$ cat config.mk
export PLATFORM = sky130hd
export DESIGN_NAME = voice_mixer_seq
export DESIGN_NICKNAME = d
export VERILOG_FILES = /design/src/rtl/voice_mixer_seq.sv
export SDC_FILE = /design/constraint.sdc
export NUM_CORES = 1
export LEC_CHECK = 0
export ABC_AREA = 1
export BUFFER_PORTS_ARGS = -buffer_cell sky130_fd_sc_hd__buf_2
export CAP_MARGIN = 10
export CORE_AREA = 4 4 133 135
export CTS_BUF_LIST = sky130_fd_sc_hd__clkbuf_4
export CTS_CLUSTER_DIAMETER = 150
export DETAILED_ROUTE_END_ITERATION = 7
export DIE_AREA = 0 0 137 139
export GPL_ROUTABILITY_DRIVEN = 0
export GPL_TIMING_DRIVEN = 0
export PLACE_DENSITY = 0.64
export REMOVE_ABC_BUFFERS = 1
export SLEW_MARGIN = 25
export SYNTH_ARGS = -nofsm -noshare
export SYNTH_HDL_FRONTEND = slang
export SYNTH_SLANG_ARGS = --single-unit
$ cat constraint.sdc
create_clock -name clk -period 5.4 [get_ports clk]
set_input_delay 0.81 -clock clk [delete_from_list [all_inputs] [get_ports clk]]
set_output_delay 0.81 -clock clk [all_outputs]
set_load 0.005 [all_outputs]
$ cat src/rtl/voice_mixer_seq.sv
// voice_mixer_seq: averages the active voice samples on each tick using a bit-serial restoring divider.
// Define VOICE_MIXER_MASTER_VOL_EN to add the master_vol port and scale the mean by master_vol/256.
module voice_mixer_seq #(
    parameter int NUM_VOICES = 13,
    parameter int SAMPLE_W   = 8
) (
    input  logic                           clk,
    input  logic                           nRst,
    input  logic                           sample_tick,
    input  logic [NUM_VOICES*SAMPLE_W-1:0] voices,
    input  logic [NUM_VOICES-1:0]          active,
`ifdef VOICE_MIXER_MASTER_VOL_EN
    input  logic [7:0]                     master_vol,
`endif
    output logic [SAMPLE_W-1:0]            mixed_sample,
    output logic                           sample_valid,
    output logic                           busy,
    output logic                           overrun
);
    localparam int CNT_W = $clog2(NUM_VOICES + 1);
    localparam int SUM_W = SAMPLE_W + CNT_W;
    localparam int CYC_W = $clog2(NUM_VOICES + SUM_W);
    typedef enum logic [1:0] {IDLE, ACCUM, DIV, DONE} state_t;
    state_t                         state_q;
    logic [NUM_VOICES*SAMPLE_W-1:0] voices_q;
    logic [NUM_VOICES-1:0]          active_q;
    logic [SUM_W-1:0]               acc_q;
    logic [CNT_W-1:0]               count_q;
    logic [CNT_W-1:0]               rem_q;
    logic [CYC_W-1:0]               cyc_q;
    logic [SAMPLE_W-1:0]            mixed_q;
    logic                           valid_q;
    logic                           busy_q;
    logic                           overrun_q;
    logic [CNT_W:0]                 trial_d;
    logic [CNT_W:0]                 diff_d;
    logic                           fit_d;
    logic [CNT_W-1:0]               rem_d;
    logic [SAMPLE_W-1:0]            q_d;
    logic [SAMPLE_W-1:0]            mix_d;
    // acc_q holds the dividend and shifts the quotient in from the bottom
    assign trial_d = {rem_q, acc_q[SUM_W-1]};
    assign diff_d  = trial_d - {1'b0, count_q};
    assign fit_d   = trial_d >= {1'b0, count_q};
    assign rem_d   = fit_d ? diff_d[CNT_W-1:0] : trial_d[CNT_W-1:0];
    assign q_d     = (count_q == '0) ? '0 : acc_q[SAMPLE_W-1:0];
`ifdef VOICE_MIXER_MASTER_VOL_EN
    logic [7:0]            vol_q;
    logic [SAMPLE_W+7:0]   prod_d;
    assign prod_d = {8'd0, q_d} * {{SAMPLE_W{1'b0}}, vol_q};
    assign mix_d  = prod_d[SAMPLE_W+7:8];
`else
    assign mix_d = q_d;
`endif
    always_ff @(posedge clk) begin
        if (!nRst) begin
            state_q   <= IDLE;
            voices_q  <= '0;
            active_q  <= '0;
            acc_q     <= '0;
            count_q   <= '0;
            rem_q     <= '0;
            cyc_q     <= '0;
            mixed_q   <= '0;
            valid_q   <= 1'b0;
            busy_q    <= 1'b0;
            overrun_q <= 1'b0;
`ifdef VOICE_MIXER_MASTER_VOL_EN
            vol_q     <= '0;
`endif
        end else begin
            valid_q <= 1'b0;
            if (sample_tick && busy_q) overrun_q <= 1'b1;
            case (state_q)
                IDLE: if (sample_tick) begin
                    voices_q <= voices;
                    active_q <= active;
`ifdef VOICE_MIXER_MASTER_VOL_EN
                    vol_q    <= master_vol;
`endif
                    acc_q    <= '0;
                    count_q  <= '0;
                    rem_q    <= '0;
                    cyc_q    <= CYC_W'(NUM_VOICES - 1);
                    busy_q   <= 1'b1;
                    state_q  <= ACCUM;
                end
                ACCUM: begin
                    if (active_q[0]) begin
                        acc_q   <= acc_q + SUM_W'(voices_q[SAMPLE_W-1:0]);
                        count_q <= count_q + 1'b1;
                    end
                    voices_q <= voices_q >> SAMPLE_W;
                    active_q <= active_q >> 1;
                    cyc_q    <= (cyc_q == '0) ? CYC_W'(SUM_W - 1) : cyc_q - 1'b1;
                    state_q  <= (cyc_q == '0) ? DIV : ACCUM;
                end
                DIV: begin
                    acc_q   <= {acc_q[SUM_W-2:0], fit_d};
                    rem_q   <= rem_d;
                    cyc_q   <= cyc_q - 1'b1;
                    state_q <= (cyc_q == '0) ? DONE : DIV;
                end
                default: begin
                    mixed_q <= mix_d;
                    valid_q <= 1'b1;
                    busy_q  <= 1'b0;
                    state_q <= IDLE;
                end
            endcase
        end
    end
    assign mixed_sample = mixed_q;
    assign sample_valid = valid_q;
    assign busy         = busy_q;
    assign overrun      = overrun_q;
endmodule

==> results of run 1 <==
-- per-layer routing --
layer	global-route usage [%]	vias up	share of wire, %	routed length [µm]
li1	-	3613	-	-
met3	5.41	15	5.8	1050
met1	26.2	3122	48	8610
met4	4.57	2	0.83	149
met5	0	-	0.039	7
met2	29.5	132	45	8120
-- registers in the layout, indices dropped and copies added (netlist names) --
name,flops
acc_q,12
active_q,13
busy,1
count_q,4
cyc_q,5
mixed_sample,8
overrun,1
rem_q,4
sample_valid,1
state_q,2
voices_q,104
-- worst max-delay path by stage --
stage | start | to | slack [ps] | cells after the start
floorplan | state_q[0] | acc_q[9] | 150 | 5
global placement | state_q[0] | acc_q[9] | -3360 | 5
detailed placement | sample_tick | voices_q[91] | 2630 | 8
CTS | state_q[0] | active_q[4] | 2710 | 9
global route | state_q[0] | voices_q[80] | 2470 | 9
finish | state_q[0] | active_q[4] | 2740 | 9
-- report_power, final --
group / leakage, nW / switching, mW / internal (mW)
Combinational: 2.07 / 1.21 / 0.586
Sequential: 1.28 / 0.210 / 1.55
Clock: 0.151 / 0.415 / 0.319
Total: 3.49 / 1.83 / 2.46
-- area by class of cell --
cell class	instances	area share, %
well taps	220	3.31
repair buffers	135	9.42
clock buffers	18	1.62
multi-input cells	740	44.1
flip-flops and latches	155	37.3
inverters	50	2.41
diodes	1	0.0301
clock inverters	14	1.84
-- cell families after synthesis --
logic type	Yosys count	synth area share, %
flops	155	42.5
buf+inv	124	7.47
fa+ha+maj	21	3.80
compound gates	299	22.9
simple gates	415	22.7
xor+xnor	5	0.600
-- stage by stage --
| step | utilization [%] | total power [mW] | instance area (µm²) | hold WS (ps) | cells |
|---|---|---|---|---|---|
| finish | 50.5 | 4.29 | 8320 | 462 | 1333 |
| global route | 50.5 | 4.69 | 8320 | 448 | 1333 |
| CTS | 50.5 | 4.34 | 8320 | 456 | 1332 |
| detailed placement | 48.8 | 3.60 | 8030 | 450 | 1300 |
| global placement | 47.8 | 3.53 | 7870 | 442 | 1295 |
| floorplan | - | 3.01 | 6950 | 441 | 945 |
-- worst max-delay path, cell delays in order, from the launching register on --
cell	delay (ps)
dfxtp_1	490
inv_1	120
ha_1	230
nand2_1	90
inv_2	150
a21oi_4	480
inv_8	250
buf_16	350
o21ai_0	250
a31oi_1	70
-- placed cells by master (no fill, tap or decap), types with 2 or more instances in the layout --
cell type	synthesis	layout
clkinv_1	0	3
nor2_2	3	3
clkbuf_4	0	18
dfxtp_1	155	155
xnor2_1	2	2
a211oi_1	3	3
nor2_1	25	25
a21oi_1	47	47
a31oi_1	108	108
fa_1	2	2
buf_16	0	4
xor2_1	3	3
o21bai_1	2	2
nor2_4	4	4
inv_6	0	2
nand3b_1	2	2
o21ai_1	17	17
nand2_1	342	342
inv_1	44	43
bufinv_16	0	3
inv_2	5	5
buf_2	34	129
clkinv_2	0	4
nand4_1	5	5
nand3_1	32	32
ha_1	19	18
clkinvlp_4	0	3
o21ai_0	115	115
==> metrics.yaml, run 1 <==
status: "finished, final reports clean"
fin_crit_ps: 2660
multi_input_area_um2: 3670
io_pins: 131
yosys_warnings: 0
drive_gt1_share_pct: 16.4
postRouteAntennaNets: 0
synth_cells: 1019
dr.first_iter.drc_count: 411
place_ws_ps: 2630
clock_path_buffers: 2
cp.arrival_ps: 3070
finalHoldViolations: 0
clockRootBuffer: "clkbuf_4"
min_path_type: "flip-flop to flip-flop"
path_clk_slew_ps: 130
clk_latency_ps: 550
drc: 0
ir_drop_v: 0.000257
finalWorstSetupSlack_ps: 2740
seq_area_um2: 3100
synth_top_area_cell: "dfxtp_1"
synth_commonest_cells: "nand2_1, dfxtp_1, o21ai_0, a31oi_1, a21oi_1"
synth_edf_count: 0
rr_startpoint: "state_q[0]"
cts_tree: "done"
cts_hold_buf: 0
seq_area_frac_synth_pct: 42.5
reg2reg_to: "active_q[4]"
wirelength_um: 17900
syn-cell-area_um2: 7300
dr_total_vias: 6884
h-tree-depth: 4
die_w_um: 137
power_leakage_nw: 3.49
hold_start: "voices_q[27]"
tightest_slew_ps: 879
fp.dieArea_um2: 19000
finClkSkew_ps: 17.8
worst-r2r-setup-slack_ps: 2740
grt_max_degree: 135
cap_violations: 0
rsz0062_at_grt: "false"
synth_flop_cell: "dfxtp_1"
clkSinkCount: 155
min_period_over_period_pct: 49.3
synth_top_area_share_pct: 42.5
die_h_um: 139
worst_setup_path_start_kind: "flip-flop"
coreArea_um2: 16500
antenna_found_initial: 2
dp_hpwl_um: 11700
cts_setup_buffers: 0
rows: 47
first_pass_iters: 4
crit_type: "flip-flop to flip-flop"
cp_max_fo: 134
drv_slew: 0
overflow: 0
grt_pass1_vias: 6306
area_growth_pct: 13.9
port-buffer-count: 130
grt_pass1_wl_um: 30000
fin_setup_tns_ps: 0
fill_cells: 1677
grt_usage_pct: 19.0
via_per_inst: 5.16
worstSetupEndpointType: "flip-flop"
power.density_nw_per_um2: 516
setup_violations: 0
synth_area_per_cell_um2: 7.17
hold-path-endpoint: "voices_q[19]"
ys_ff_latch: 155
cts_buffers: 17
async_flop_share_pct: 0
cts_resized: 0
start_util_pct: 44.3
fmax_mhz: 376
yosysMostFrequentCell: "nand2_1"
ys_types: 36
reg2reg_depth: 9
max-slew-margin-rel_pct: 41.0
final_nets: 1240
required_ps: 5810
post_drt_wl_per_cell_um: 13.5
synth_area_leaders: "dfxtp_1, nand2_1, a31oi_1"
worstHoldPathCells: 2
(Power assumes the default switching activity.)
==> inputs of run 2 (changes only) <==
--- a/config.mk
+++ b/config.mk
@@ -5,7 +5,7 @@
 export SDC_FILE = /design/constraint.sdc
 export NUM_CORES = 1
 export LEC_CHECK = 0
-export ABC_AREA = 1
+export ABC_AREA = 0
 export BUFFER_PORTS_ARGS = -buffer_cell sky130_fd_sc_hd__buf_2
 export CAP_MARGIN = 10
 export CORE_AREA = 4 4 133 135
==> constraint.sdc (replaced) <==
create_clock -name clk -period 2.6 [get_ports clk]
set_input_delay 0.39 -clock clk [delete_from_list [all_inputs] [get_ports clk]]
set_output_delay 0.39 -clock clk [all_outputs]
set_load 0.005 [all_outputs]
==> metrics.yaml, run 2 <==
crit_top_cell: "nor2_1"
grt_busiest_layer: "met2"
synth_compound_area_share_pct: 19.4
final_common_cell: "dfxtp_1"
grt_pass1_wl_um: 27500
synth_adder_area_share_pct: 3.77
yosysMostFrequentCell: "dfxtp_1"
synth_area_leaders: "dfxtp_1, mux2i_1, a211oi_1"
finClkSkew_ps: 13.1
h-tree-depth: 4
whs_ps: 77.9
clockRootBuffer: "clkbuf_4"
place_ws_ps: -354
status: "finished, final reports clean"
synthXorXnorAreaFrac_pct: 1.07
io_pins: 131
wirelength_um: 16700
finalHoldViolations: 0
async_flop_share_pct: 0
required_ps: 3040
ys_types: 56
fp.dieArea_um2: 19000
largest_reg_flops: 104
worst_setup_path_start_kind: "flip-flop"
post_drt_wl_per_cell_um: 14.6
die_w_um: 137
finalWorstSetupSlack_ps: 185
yosys_warnings: 0
cap_violations: 0
grt_max_degree: 76
overflow: 0
ys_ff_latch: 155
min_path_type: "primary input to flip-flop"
postRouteAntennaNets: 0
min_period_over_period_pct: 92.9
port-buffer-count: 130
fmax_mhz: 414
cts_hold_buf: 0
dr_total_vias: 6086
tightest_slew_ps: 911
clk_latency_ps: 540
via_per_inst: 5.32
power.density_nw_per_um2: 1020
power_leakage_nw: 3.47
cp_slowest_cell: "mux2i_2"
coreArea_um2: 16500
synth_cells: 807
path_clk_slew_ps: 130
final_nets: 1051
grt_pass1_vias: 5680
setup_violations: 0
start_util_pct: 44.7
use_met2_pct: 25.8
synth_top_area_share_pct: 42.1
synth_edf_count: 0
dr.first_iter.drc_count: 366
max-slew-margin-rel_pct: 39.1
top_regs: "voices_q (104), active_q (13), acc_q (12)"
drv_slew: 0
ir_drop_v: 0.000413
synth_flop_cell: "dfxtp_1"
rows: 47
crit_family: "multiplexers"
clock_path_buffers: 2
dp_hpwl_um: 11400
critical_path.max_stage_delay_ps: 680
cp_max_fo: 19
synth_top_family_by_area: "compound AO/OA/AOI/OAI gates"
antenna_cells: 0
crit_type: "flip-flop to flip-flop"
synthSimpleGateAreaFrac_pct: 14.0
syn-cell-area_um2: 7360
cts_tree: "done"
worstPathCellList: "inv_1, ha_4, buf_16, mux2i_2, nor2_1, nand4_1, xnor2_1, nor2_1"
clkSinkCount: 155
die_h_um: 139
first_pass_iters: 5
power_mw: 8.93
grt_util_met3_pct: 6.46
cp.buffers_inverters: 2
synth_commonest_cells: "dfxtp_1, nor2_1, mux2i_1, a211oi_1, clkbuf_1"
drive_gt1_share_pct: 20.4
final_cell_mix: "dfxtp_1, nor2_1, buf_2, mux2i_1, a211oi_1"
use_met1_pct: 23.6
grt_usage_pct: 17.5
rsz0062_at_grt: "false"
seq_area_frac_synth_pct: 42.1
yosys-mux-area-fraction_pct: 15.0
drc: 0
regMostFlops: "voices_q"
synth_area_per_cell_um2: 9.12
worstSetupEndpointType: "flip-flop"
cts_buffers: 17
synth_top_area_cell: "dfxtp_1"
cp.arrival_ps: 2860
fin_crit_ps: 2420
area_growth_pct: 18.5
antenna_found_initial: 3
run 2: cell types whose count changed after synthesis, sizes merged, moves of 17 or more:
cell    before  now
nand2      342   33
mux2i        0  110
inv         50   18
a21oi       49   14
a22oi        0   20
a31oi      108    5
nor2        32  142
o21ai      132   18
a211oi       3  109
buf         45   28
run 2: cells by family after synthesis:
| group | Yosys count |
|---|---|
| mux | 110 |
| xor+xnor | 9 |
| simple gates | 234 |
| fa+ha+maj | 21 |
| compound gates | 197 |
| flops | 155 |
| buf+inv | 81 |
run 2: worst reg2reg max path, cell delays in order (launching register included):
cell     delay (ps)
dfxtp_1         460
inv_1           130
ha_4            270
buf_16          200
mux2i_2         680
nor2_1          240
nand4_1         170
xnor2_1         120
nor2_1           50
run 2: what timing repair did:
action | in CTS | in global routing
gates cloned | 0 | 1
pin swaps | 1 | 1
setup buffers | 3 | 1
gates resized for setup | 1 | 0
setup endpoints to repair | 98 | 64
run 2: stage by stage:
| step | cells | area (µm²) | util (%) | setup TNS (ps) |
|---|---|---|---|---|
| 2_1_floorplan | 744 | 7080 | - | -1674470 |
| 3_3_place_gp | 1094 | 8010 | 48.6 | -2473740 |
| 3_5_place_dp | 1106 | 8360 | 50.8 | -12750 |
| 4_1_cts | 1141 | 8690 | 52.8 | 0 |
| 5_1_grt | 1143 | 8720 | 53.0 | 0 |
| 6_report | 1143 | 8720 | 53.0 | 0 |
run 2: routing by layer:
layer  routed length (µm)  part of all wire, %
met1                 7710                   46
met2                 7280                   44
met4                  323                  1.9
met3                 1330                  8.0
met5                   34                 0.20
run 2: worst paths after layout:
path	start	endpoint	slack [ps]	cells past startpoint
worst min-delay path	voices[103]	voices_q[103]	80	3
worst max-delay path	state_q[1]	count_q[3]	180	8
worst max register to register	state_q[1]	count_q[3]	180	8
worst min register to register	rem_q[3]	rem_q[3]	470	2
run 2: layout make-up:
| class | instances | area, µm² |
|---|---|---|
| Sequential cell | 155 | 3100 |
| Fill cell | 1560 | 7740 |
| Tap cell | 220 | 275 |
| Inverter | 18 | 75.1 |
| Clock buffer | 17 | 128 |
| Timing Repair Buffer | 147 | 1020 |
| Clock inverter | 15 | 174 |
| Multi-Input combinational cell | 571 | 3950 |
run 2: power by group:
group,internal (mW),switching [mW],leakage (nW)
clock network,0.666,0.872,0.153
registers,3.08,0.391,1.28
logic,1.80,2.11,2.04
==> inputs of run 3 (changes only) <==
--- a/config.mk
+++ b/config.mk
@@ -5,7 +5,6 @@
 export SDC_FILE = /design/constraint.sdc
 export NUM_CORES = 1
 export LEC_CHECK = 0
-export ABC_AREA = 0
 export BUFFER_PORTS_ARGS = -buffer_cell sky130_fd_sc_hd__buf_2
 export CAP_MARGIN = 10
 export CORE_AREA = 4 4 133 135
@@ -17,6 +16,7 @@
 export GPL_TIMING_DRIVEN = 0
 export PLACE_DENSITY = 0.64
 export REMOVE_ABC_BUFFERS = 1
+export SETUP_SLACK_MARGIN = 0.2
 export SLEW_MARGIN = 25
 export SYNTH_ARGS = -nofsm -noshare
 export SYNTH_HDL_FRONTEND = slang
==> metrics.yaml, run 3 (synthesized netlist as in run 2, its figures left out) <==
cts_hold_buf: 0
switching_power_mw: 3.38
post_drt_wl_per_cell_um: 14.6
power_mw: 8.97
cp_max_fo: 12
cap_violations: 0
finClkSkew_ps: 11.7
drive_gt1_share_pct: 20.9
final_cell_mix: "dfxtp_1, nor2_1, buf_2, mux2i_1, a211oi_1"
dr_total_vias: 6096
clock_path_buffers: 2
grt_usage_pct: 17.9
power_leakage_nw: 3.47
internal_power_mw: 5.59
path_clk_slew_ps: 130
dp_hpwl_um: 11400
tightest_slew_ps: 863
regMostFlops: "voices_q"
min_period_over_period_pct: 88.5
area_growth_pct: 19.0
status: "finished, final reports clean"
clockRootBuffer: "clkbuf_4"
worstSetupEndpointType: "flip-flop"
antenna_found_initial: 3
finalCoreUtilization_pct: 53.2
crit_type: "flip-flop to flip-flop"
first_pass_iters: 6
die_w_um: 137
h-tree-depth: 4
final_nets: 1052
seqPwrFrac_pct: 38.7
switching_share_pct: 37.7
cp.arrival_ps: 2760
fin_crit_ps: 2300
start_util_pct: 44.7
via_per_inst: 5.33
p_comb_share_pct: 44.1
dr.first_iter.drc_count: 419
clkSinkCount: 155
cts_tree: "done"
setup_violations: 0
power.density_nw_per_um2: 1020
grt_pass1_vias: 5717
worst_setup_path_start_kind: "flip-flop"
pwr-share-clk_pct: 17.2
antenna_cells: 0
clk_latency_ps: 540
cts_buffers: 17
grt_pass1_wl_um: 27900
final_common_cell: "dfxtp_1"
grt_max_degree: 76
min_path_type: "primary input to flip-flop"
rsz0062_at_grt: "false"
postRouteAntennaNets: 0
wirelength_um: 16700
ir_drop_v: 0.000416
top_regs: "voices_q (104), active_q (13), acc_q (12)"
drv_slew: 0
largest_reg_flops: 104
max-slew-margin-rel_pct: 42.3
fp.dieArea_um2: 19000
rows: 47
port-buffer-count: 130
required_ps: 3060
io_pins: 131
coreArea_um2: 16500
drc: 0
overflow: 0
die_h_um: 139
finalHoldViolations: 0
fmax_mhz: 434
==> run 3: path summary, 6_finish.rpt <==
kind,start,cells past startpoint,to,slack (ps)
setup / recovery,state_q[1],6,acc_q[11],300
hold / removal,voices[103],3,voices_q[103],70
setup reg to reg,state_q[1],6,acc_q[11],300
hold reg to reg,rem_q[3],2,rem_q[3],470
==> run 3: cell type report <==
cell class	instances	area, µm²
Timing Repair Buffer	148	1030
Multi-Input combinational cell	571	3970
Sequential cell	155	3100
Fill cell	1558	7710
Clock inverter	15	174
Inverter	18	75.1
Clock buffer	17	128
Tap cell	220	275
==> run 3: critical path, stage by stage, from the launching register on <==
cell,delay [ps]
dfxtp_1,450
inv_1,140
ha_2,500
nand3_1,210
or3_4,380
o41a_1,420
o32ai_1,120
==> run 3: per-layer routing <==
metal / track usage [%] / share of wire (%)
met5: 0 / 0.20
met4: 6.30 / 2.0
met3: 6.42 / 8.1
met2: 26.1 / 43
met1: 24.3 / 46
==> run 3: stage by stage <==
| stage | instance area (µm²) | hold slack (ps) | setup slack [ps] | TNS (ps) | instances |
|---|---|---|---|---|---|
| 4_1_cts | 8730 | 13.8 | 215 | 0 | 1143 |
| 6_report | 8760 | 74.7 | 298 | 0 | 1144 |
| 3_3_place_gp | 8010 | 445 | -22140 | -2473740 | 1094 |
| 2_1_floorplan | 7080 | 437 | -14560 | -1674470 | 744 |
| 3_5_place_dp | 8360 | 451 | -354 | -12750 | 1106 |
| 5_1_grt | 8760 | 45.8 | 179 | 0 | 1144 |
==> run 3: repair_timing <==
| action | 4_1_cts | 5_1_grt |
|---|---|---|
| resized for setup | 1 | 6 |
| gates cloned | 1 | 0 |
| endpoints found under the hold margin | 0 | 0 |
| pin swaps | 2 | 0 |
| setup buffers | 4 | 1 |
| setup endpoints to repair | 117 | 63 |
==> run 3: power groups by stage <==
stage / clock network [mW] / registers, mW / logic [mW]
after floorplan: 0 / 2.99 / 2.34
after global placement: 0 / 2.93 / 2.45
after detailed placement: 0 / 3.53 / 3.83
after CTS: 1.61 / 3.47 / 3.98
after global routing: 1.70 / 3.56 / 4.42
final: 1.54 / 3.47 / 3.96
